File: config.mk
export PLATFORM = sky130hd
export DESIGN_NAME = ps2_host_tx
export DESIGN_NICKNAME = d
export VERILOG_FILES = /design/src/rtl/ps2_pkg.sv /design/src/rtl/ps2_clk_filter.sv /design/src/rtl/ps2_host_tx.sv
export SDC_FILE = /design/constraint.sdc
export NUM_CORES = 1
export LEC_CHECK = 0
export ABC_CLOCK_PERIOD_IN_PS = 3100
export CAP_MARGIN = 20
export CORE_MARGIN = 5
export CORE_UTILIZATION = 60
export CTS_BUF_LIST = sky130_fd_sc_hd__clkbuf_16
export CTS_CLUSTER_DIAMETER = 150
export DETAILED_ROUTE_END_ITERATION = 10
export GPL_TIMING_DRIVEN = 0
export PLACE_DENSITY = 0.78
export SYNTH_ARGS = -nofsm -noshare
export SYNTH_HDL_FRONTEND = slang
export SYNTH_HIERARCHICAL = 1
export SYNTH_SLANG_ARGS = --single-unit
export TNS_END_PERCENT = 10
File: constraint.sdc
create_clock -name clk -period 3.1 [get_ports clk]
set_input_delay 0.62 -clock clk [delete_from_list [all_inputs] [get_ports clk]]
set_output_delay 0.62 -clock clk [all_outputs]
set_load 0.1 [all_outputs]
File: src/rtl/ps2_pkg.sv
// ps2_pkg: shared definitions for the PS/2 host link.
//   tx_state_t   - host transmitter FSM state encoding
//   CMD_*/RESP_* - keyboard command and response bytes
//   odd_parity   - PS/2 parity bit for a data byte
package ps2_pkg;

    typedef enum logic [2:0] {
        ST_IDLE    = 3'd0,
        ST_INHIBIT = 3'd1,
        ST_RTS     = 3'd2,
        ST_SHIFT   = 3'd3,
        ST_ACK     = 3'd4,
        ST_RELEASE = 3'd5,
        ST_DONE    = 3'd6
    } tx_state_t;

    localparam logic [7:0] CMD_SET_LEDS = 8'hED;
    localparam logic [7:0] CMD_ENABLE   = 8'hF4;
    localparam logic [7:0] CMD_RESET    = 8'hFF;
    localparam logic [7:0] RESP_ACK     = 8'hFA;
    localparam logic [7:0] RESP_RESEND  = 8'hFE;

    // Parity bit makes the total count of ones (data + parity) odd.
    function automatic logic odd_parity(input logic [7:0] d);
        return ~^d;
    endfunction

endpackage

File: src/rtl/ps2_clk_filter.sv
// ps2_clk_filter: input conditioning for the PS/2 pads.
//   clk, reset   - system clock, synchronous active-high reset
//   i_ps2_clk    - raw clock pad (asynchronous)
//   i_ps2_data   - raw data pad (asynchronous)
//   o_clk_level  - synchronized, debounced clock level
//   o_clk_fall   - one-cycle pulse on a debounced 1->0 clock transition
//   o_data_sync  - synchronized data level
module ps2_clk_filter
    import ps2_pkg::*;
#(
    parameter int unsigned FILTER_LEN = 8
) (
    input  logic clk,
    input  logic reset,
    input  logic i_ps2_clk,
    input  logic i_ps2_data,
    output logic o_clk_level,
    output logic o_clk_fall,
    output logic o_data_sync
);

    localparam int unsigned CNT_W = $clog2(FILTER_LEN + 1);

    logic             r_clk_s1, r_clk_s2;
    logic             r_dat_s1, r_dat_s2;
    logic             r_level;
    logic             r_fall;
    logic [CNT_W-1:0] r_cnt;

    // Idle bus level is high, so the synchronizers and filter reset to 1.
    always_ff @(posedge clk) begin
        if (reset) begin
            r_clk_s1 <= 1'b1;
            r_clk_s2 <= 1'b1;
            r_dat_s1 <= 1'b1;
            r_dat_s2 <= 1'b1;
            r_level  <= 1'b1;
            r_fall   <= 1'b0;
            r_cnt    <= '0;
        end else begin
            r_clk_s1 <= i_ps2_clk;
            r_clk_s2 <= r_clk_s1;
            r_dat_s1 <= i_ps2_data;
            r_dat_s2 <= r_dat_s1;
            r_fall   <= 1'b0;
            // r_cnt counts consecutive samples differing from the accepted
            // level; any sample matching it restarts the run.
            if (r_clk_s2 == r_level) begin
                r_cnt <= '0;
            end else if (r_cnt == CNT_W'(FILTER_LEN - 1)) begin
                r_level <= r_clk_s2;
                r_fall  <= ~r_clk_s2;
                r_cnt   <= '0;
            end else begin
                r_cnt <= r_cnt + 1'b1;
            end
        end
    end

    assign o_clk_level = r_level;
    assign o_clk_fall  = r_fall;
    assign o_data_sync = r_dat_s2;

endmodule

File: src/rtl/ps2_host_tx.sv
// ps2_host_tx: host-to-device PS/2 transmitter.
//   clk, reset          - system clock, synchronous active-high reset
//   tx_valid/tx_data    - command byte request; accepted when tx_ready
//   tx_ready            - idle, able to accept a byte
//   ps2_clk_in/data_in  - raw pad values (asynchronous)
//   ps2_*_drive_low     - registered open-drain pull-down enables
//   busy                - transfer in progress (receiver inhibit)
//   tx_done             - one-cycle end-of-transfer pulse
//   tx_ack_ok/tx_error  - qualified by tx_done: device ACK seen / timeout
module ps2_host_tx
    import ps2_pkg::*;
#(
    parameter int unsigned CLK_FREQ_HZ       = 100_000_000,
    parameter int unsigned INHIBIT_CYCLES    = 12_000,
    parameter int unsigned FIRST_EDGE_CYCLES = 1_500_000,
    parameter int unsigned EDGE_GAP_CYCLES   = 200_000,
    parameter int unsigned FILTER_LEN        = 8
) (
    input  logic       clk,
    input  logic       reset,
    input  logic       tx_valid,
    input  logic [7:0] tx_data,
    output logic       tx_ready,
    input  logic       ps2_clk_in,
    input  logic       ps2_data_in,
    output logic       ps2_clk_drive_low,
    output logic       ps2_data_drive_low,
    output logic       busy,
    output logic       tx_done,
    output logic       tx_ack_ok,
    output logic       tx_error
);

    if (CLK_FREQ_HZ == 0) begin : g_freq_check
        $error("CLK_FREQ_HZ must be nonzero");
    end

    tx_state_t   r_state;
    logic [7:0]  r_data;
    logic        r_par;
    logic [3:0]  r_bitn;
    logic [31:0] r_cnt;
    logic        r_clk_low;
    logic        r_data_low;
    logic        r_ack;
    logic        r_err;

    logic        w_clk_level;
    logic        w_clk_fall;
    logic        w_data_sync;

    ps2_clk_filter #(
        .FILTER_LEN (FILTER_LEN)
    ) u_filter (
        .clk         (clk),
        .reset       (reset),
        .i_ps2_clk   (ps2_clk_in),
        .i_ps2_data  (ps2_data_in),
        .o_clk_level (w_clk_level),
        .o_clk_fall  (w_clk_fall),
        .o_data_sync (w_data_sync)
    );

    // r_cnt serves as the inhibit timer and then as the edge timeout; both
    // are loaded with N-1 so the action lands exactly N cycles after loading.
    always_ff @(posedge clk) begin
        if (reset) begin
            r_state    <= ST_IDLE;
            r_data     <= '0;
            r_par      <= 1'b0;
            r_bitn     <= '0;
            r_cnt      <= '0;
            r_clk_low  <= 1'b0;
            r_data_low <= 1'b0;
            r_ack      <= 1'b0;
            r_err      <= 1'b0;
        end else begin
            case (r_state)
                ST_IDLE, ST_DONE: begin
                    r_state <= ST_IDLE;
                    if (tx_valid) begin
                        r_data    <= tx_data;
                        r_par     <= odd_parity(tx_data);
                        r_ack     <= 1'b0;
                        r_err     <= 1'b0;
                        r_clk_low <= 1'b1;
                        r_cnt     <= INHIBIT_CYCLES - 1;
                        r_state   <= ST_INHIBIT;
                    end
                end
                ST_INHIBIT: begin
                    if (r_cnt == '0) begin
                        r_clk_low  <= 1'b0;
                        r_data_low <= 1'b1;   // start bit
                        r_cnt      <= FIRST_EDGE_CYCLES - 1;
                        r_state    <= ST_RTS;
                    end else begin
                        r_cnt <= r_cnt - 1'b1;
                    end
                end
                ST_RTS: begin
                    r_bitn  <= '0;
                    r_state <= ST_SHIFT;
                    if (r_cnt == '0) begin
                        timeout();
                    end else begin
                        r_cnt <= r_cnt - 1'b1;
                    end
                end
                ST_SHIFT: begin
                    // An edge in the same cycle as expiry is honoured.
                    if (w_clk_fall) begin
                        r_cnt <= EDGE_GAP_CYCLES - 1;
                        if (r_bitn < 4'd8) begin
                            r_data_low <= ~r_data[r_bitn[2:0]];
                        end else if (r_bitn == 4'd8) begin
                            r_data_low <= ~r_par;
                        end else begin
                            r_data_low <= 1'b0;   // stop bit
                            r_state    <= ST_ACK;
                        end
                        r_bitn <= r_bitn + 1'b1;
                    end else if (r_cnt == '0) begin
                        timeout();
                    end else begin
                        r_cnt <= r_cnt - 1'b1;
                    end
                end
                ST_ACK: begin
                    if (w_clk_fall) begin
                        r_ack   <= ~w_data_sync;
                        r_cnt   <= EDGE_GAP_CYCLES - 1;
                        r_state <= ST_RELEASE;
                    end else if (r_cnt == '0) begin
                        timeout();
                    end else begin
                        r_cnt <= r_cnt - 1'b1;
                    end
                end
                ST_RELEASE: begin
                    if (w_data_sync && w_clk_level) begin
                        r_state <= ST_DONE;
                    end else if (r_cnt == '0) begin
                        timeout();
                    end else begin
                        r_cnt <= r_cnt - 1'b1;
                    end
                end
                default: begin
                    r_state <= ST_IDLE;
                end
            endcase
        end
    end

    // Overrides the next-state assignments made before the call.
    task automatic timeout();
        r_clk_low  <= 1'b0;
        r_data_low <= 1'b0;
        r_ack      <= 1'b0;
        r_err      <= 1'b1;
        r_state    <= ST_DONE;
    endtask

    assign ps2_clk_drive_low  = r_clk_low;
    assign ps2_data_drive_low = r_data_low;
    assign tx_done            = (r_state == ST_DONE);
    assign tx_ack_ok          = tx_done & r_ack;
    assign tx_error           = tx_done & r_err;
    assign busy               = (r_state != ST_IDLE) && (r_state != ST_DONE);
    assign tx_ready           = ~busy;

endmodule

# ---- Word-level counts from Yosys, hierarchy flattened
# Cells that the tools add are included.
dict set report word_totals {
  input_bits 13
  reg_bits 62
  elab_cells 118
}
dict set report op_classes {
  n_addsub 3
  eq_ne 19
  magnitude_cmp 2
  muxes 43
  bitwise_logic 9
  reduce_logical 26
}
# op n
set ops {}
lappend ops {{$mux 32} 5}
lappend ops {{$pmux 32 s5} 1}
lappend ops {{$logic_not 32->1} 1}
lappend ops {{$sub 32x1->32 const B} 1}
lappend ops {{$mux 3} 8}
lappend ops {{$mux 1} 21}
lappend ops {{$pmux 3 s6} 1}
lappend ops {{$reduce_and 4->1} 4}
lappend ops {{$reduce_bool 5->1} 3}
lappend ops {{$ne 2x2->1 const B} 6}
lappend ops {{$pmux 1 s5} 2}
lappend ops {{$eq 3x3->1 const B} 3}
lappend ops {{$ne 3x3->1 const B} 3}
lappend ops {{$add 4x1->4 const B} 2}
lappend ops {{$pmux 1 s4} 2}
lappend ops {{$pmux 4 s2} 1}
lappend ops {{$reduce_bool 4->1} 2}
lappend ops {{$reduce_xnor 8->1} 1}
lappend ops {{$not 1->1} 7}
lappend ops {{$eq 3x2->1 const B} 2}
lappend ops {{$reduce_and 2->1} 3}
lappend ops {{$reduce_and 3->1} 2}
lappend ops {{$reduce_or 2->1} 3}
lappend ops {{$reduce_or 3->1} 2}
lappend ops {{other kinds (14)} 16}

# ---- Longest topological paths before layout
# Gate-level depths: netlist of the first run.
dict set report depth {
  depth_word 6
  mapped_depth 12
  ltp_nobuf 11
}

# ---- Hierarchy
# The synthesis of the first run kept the hierarchy.
# module instances area_each_um2 cells_per_inst
set modules_own_cells {}
lappend modules_own_cells {ps2_host_tx 1 3326.9 419}
lappend modules_own_cells {ps2_clk_filter 1 352.8 30}

# ---- Least setup slack after synthesis of the first run
# Ideal clock, no wire load.
dict set report synth_timing {
  path_kind {flip-flop to output port}
  start {register r_state[2]}
  end {output tx_ack_ok}
  path_stages_with_launch 6
  arrival_ns 3.250
  required_ns 2.480
  path_slack_ns -0.770
  cell_sequence {dfxtp_1 -> clkbuf_1 -> buf_1 -> nand2_1 -> nor2_1 -> and2_1}
}
dict set report synth_via {
  elab_chain_cells 2
}
# element line
set synth_rtl {}
lappend synth_rtl {{start: declaration} ps2_host_tx.sv:38} ;# tx_state_t r_state;
lappend synth_rtl {{start signal: assignment} ps2_host_tx.sv:68} ;# r_state <= ST_IDLE;
lappend synth_rtl {{start signal: assignment} ps2_host_tx.sv:80} ;# r_state <= ST_IDLE;
lappend synth_rtl {{start signal: assignment} ps2_host_tx.sv:88} ;# r_state <= ST_INHIBIT;
lappend synth_rtl {{$eq 3x3->1} ps2_host_tx.sv:167} ;# assign tx_done = (r_state == ST_DONE);
lappend synth_rtl {{named net tx_done} ps2_host_tx.sv:29} ;# output logic tx_done,
lappend synth_rtl {{$and 1x1->1} ps2_host_tx.sv:168} ;# assign tx_ack_ok = tx_done & r_ack;
lappend synth_rtl {{end: declaration} ps2_host_tx.sv:30} ;# output logic tx_ack_ok,
# The timed path passes the listed nets, and every way through them passes these cells.

# ---- Worst setup path after layout of the first run
dict set report layout_timing {
  start {register r_state[2]}
  end {output tx_done}
}
dict set report layout_via {
  elab_chain_cells 1
}
# element line
set layout_rtl {}
lappend layout_rtl {{$eq 3x3->1} ps2_host_tx.sv:167}
lappend layout_rtl {{end: declaration} ps2_host_tx.sv:29}
# No other way between the ends.

==> flow_metrics.py, run 1 <==
metrics = {
    "sta": {
        "rsz0062_at_grt": "no",
        "hold_violations": 0,
        "max_slew.worst_pin.slew_ns": 0.9680,
        "slew_violations": 0,
        "max_slew_margin": 0.3526,
        "fin_crit_ns": 2.924,
        "finClkSkew_ns": 0.004816,
        "max_freq_mhz": 341.9,
        "post-route-period-util": 0.9434,
        "setup_viol_count_final": 0,
        "finalSetupTns_ns": 0,
    },
    "synthesis": {
        "yosysMostFrequentCell": "dfxtp_1",
        "yosys.area.top_type": "dfxtp_1",
        "synth.ff_latch_count": 62,
        "syn_nets": 467,
        "ys_types": 74,
        "synth-edff-count": 0,
        "synth_area_leaders": "dfxtp_1, nor2_1, nand2_1, a21oi_1, o21ai_0",
        "yosys_warnings": 6,
        "ys_async_sr_fraction": 0,
        "postSynthCellCount": 449,
        "syn_area_per_cell_sq_um": 8.195,
        "synth_ff_type": "dfxtp_1",
        "yosysSeqAreaShare": 0.3373,
        "synth_commonest_cells": "dfxtp_1, nor2_1, nand2_1",
        "yosysTopAreaCellShare": 0.3373,
        "syn-cell-area_sq_um": 3680,
    },
    "route": {
        "firstDrtPassIters": 5,
        "wl_um": 10300,
        "num_vias": 3720,
        "drc": 0,
        "wl_per_cell_um": 18.42,
        "viasPerCell": 6.655,
        "antenna_left": 0,
        "drt-initial-drc-count": 335,
    },
    "worst_hold_path": {
        "hold_class": "reg -> reg",
        "min_to": "u_filter/o_data_sync",
        "hp-start": "u_filter/r_dat_s1",
        "hold_path_depth": 1,
    },
    "status": {
        "status": "finished, final reports clean",
    },
    "placement": {
        "place_area_sq_um": 3969,
        "dp_hpwl_um": 7276,
        "gp_congestion": 1.009,
        "io_buffers": 19,
    },
    "cts": {
        "cts.sinks": 62,
        "clkTransAtPathRegs_ns": 0.05,
        "post_cts_buffers": 0,
        "cts_tree": "yes",
        "cts-root-buf": "clkbuf_16",
        "clockBufferDepth": 2,
        "numCtsBuffers": 9,
        "holdBufCountCts": 0,
        "htreeDepth": 3,
        "clock_latency_ns": 0.33,
    },
    "die": {
        "row_count": 28,
        "start_util": 0.6179,
        "boundaryPins": 20,
        "core_area_sq_um": 5956,
        "dieWidth_um": 88.32,
        "fp.dieArea_sq_um": 7800,
        "die_height_um": 88.32,
    },
    "run": {
        "cap_violations": 0,
    },
    "cells_and_area": {
        "stdcell_area_sq_um": 4265,
        "finalNetCount": 497,
        "layout-drive-gt1-share": 0.1343,
        "num_antenna_cells": 0,
        "area_growth_pct": 15.91,
    },
    "critical_path": {
        "critPathSlowestCell": "clkdlybuf4s15_2",
        "path_class": "reg -> out",
        "worst_r2r_endpoint": "r_cnt[0]",
        "arrival_ns": 2.30,
        "cp_num_buf_inv": 3,
        "r2r_slack_ns": 0.32,
        "crit_family": "buffers and inverters",
        "crit_required_ns": 2.48,
        "r2r_cells": 12,
        "max_stage_delay_ns": 0.57,
        "r2r-start": "r_cnt[0]",
        "path_max_fanout": 10,
        "start_kind": "flip-flop",
        "crit_chain": "clkbuf_1 > clkbuf_2 > nand2_1 > nor2_2 > clkdlybuf4s15_2",
        "end_kind": "primary output",
    },
    "pwr": {
        "p_per_area_nw_per_um2": 945.5,
        "peakVddDrop_uv": 532.1,
        "power_leakage_uw": 0.001678,
    },
    "global_routing": {
        "grt_pass1_vias": 3524,
        "antenna_found_initial": 0,
        "grt_max_degree": 12,
        "grt_overflow": 0,
        "track_usage": 0.2866,
        "grt_pass1_wl_um": 17240,
    },
}
==> layout by cell type (no fill, tap or decap), drive strengths merged, types with 7 or more instances in the layout <==
cell / instances
a21oi: 29
a31oi: 9
buf: 8
clkbuf: 24
clkdlybuf4s50: 14
dfxtp: 62
inv: 12
mux2i: 12
nand2: 39
nand2b: 10
nand3: 20
nor2: 57
nor3: 16
nor4: 14
o21ai: 26
or2: 11
xnor2: 7
==> final cells by class <==
class,count,area [sq um]
plain buffers,19,97.59
clock inverters,7,88.84
fillers,480,1690
inverters,12,45.04
repair buffers,19,171.4
clock buffers,9,225.2
multi-input cells,356,2302
well taps,75,93.84
flip-flops and latches,62,1241
==> report_power, final <==
part | switching (uW) | internal, uW | total (uW)
clock | 372 | 697 | 1070
sequential | 173 | 950 | 1120
combinational | 1210 | 631 | 1840
total | 1750 | 2280 | 4030
==> stage by stage <==
stage	hold slack [ns]	std cells	utilization	total power [uW]	setup slack (ns)
2_1_floorplan	0.3895	449	-	2501	-0.6367
3_3_place_gp	0.3916	543	0.6664	2904	-0.2225
3_5_place_dp	0.4047	543	0.6664	2941	-0.2956
4_1_cts	0.4171	559	0.7185	4000	0.0001572
5_1_grt	0.4417	559	0.7162	4292	0.04808
6_report	0.4133	559	0.7162	4033	0.1756
==> per-layer routing <==
metal | global-route usage | share of wire
met5 | 0 | 0
met2 | 0.4663 | 0.46
met3 | 0.04655 | 0.072
met4 | 0.1538 | 0.035
met1 | 0.3638 | 0.43
==> worst max path at each step <==
stage                from   endpoint  slack, ns  cells after the start
2_1_floorplan  r_state[2]   tx_error      -0.64                      4
3_3_place_gp   r_state[2]  tx_ack_ok      -0.22                      6
3_5_place_dp   r_state[2]  tx_ack_ok      -0.30                      6
4_1_cts        r_state[2]   tx_error     0.0002                      5
5_1_grt        r_state[2]  tx_ack_ok       0.05                      6
6_report       r_state[2]    tx_done       0.18                      5
==> worst register-to-register path, stage by stage, from the launching register on <==
cell and delay (ns):
dfxtp_1 0.37, inv_1 0.08, ha_1 0.20, nor3b_2 0.50, and4_1 0.40, and3_4 0.25, inv_2 0.10, buf_6 0.17
ha_1 0.27, nand2_1 0.05, o21ai_0 0.08, o22ai_1 0.14, nor2_1 0.05
==> cell families (layout without fill, tap and decap cells) <==
family,after synthesis,in the layout,synth area share
muxes,15,15,0.04794
DFF,62,62,0.3373
adders and majority gates,5,5,0.01700
AOI/OAI and AO/OA,115,115,0.2091
buffers and inverters,31,66,0.03842
xor gates and xnor gates,13,13,0.03094
and+or+nand+nor,208,208,0.3193
==> sequential cells by signal, indices dropped and copies added (netlist names), 3 cells and up <==
| name | flops |
|---|---|
| r_state | 3 |
| r_bitn | 4 |
| u_filter/r_cnt | 4 |
| r_data | 8 |
| r_cnt | 32 |
==> what timing repair did <==
action	CTS	global route
endpoints found under the setup margin	5	5
gates resized for setup	15	6
hold endpoints to repair	0	0
No activity file was read; power rests on OpenSTA's default activity.
==> run 2: changes to the inputs <==
--- a/config.mk
+++ b/config.mk
@@ -13,6 +13,7 @@
 export CTS_CLUSTER_DIAMETER = 150
 export DETAILED_ROUTE_END_ITERATION = 10
 export GPL_TIMING_DRIVEN = 0
+export HOLD_SLACK_MARGIN = 0.08
 export PLACE_DENSITY = 0.78
 export SYNTH_ARGS = -nofsm -noshare
 export SYNTH_HDL_FRONTEND = slang
==> results of run 2 <==
No change in the layout: final DEF, timing and power equal those of run 1.
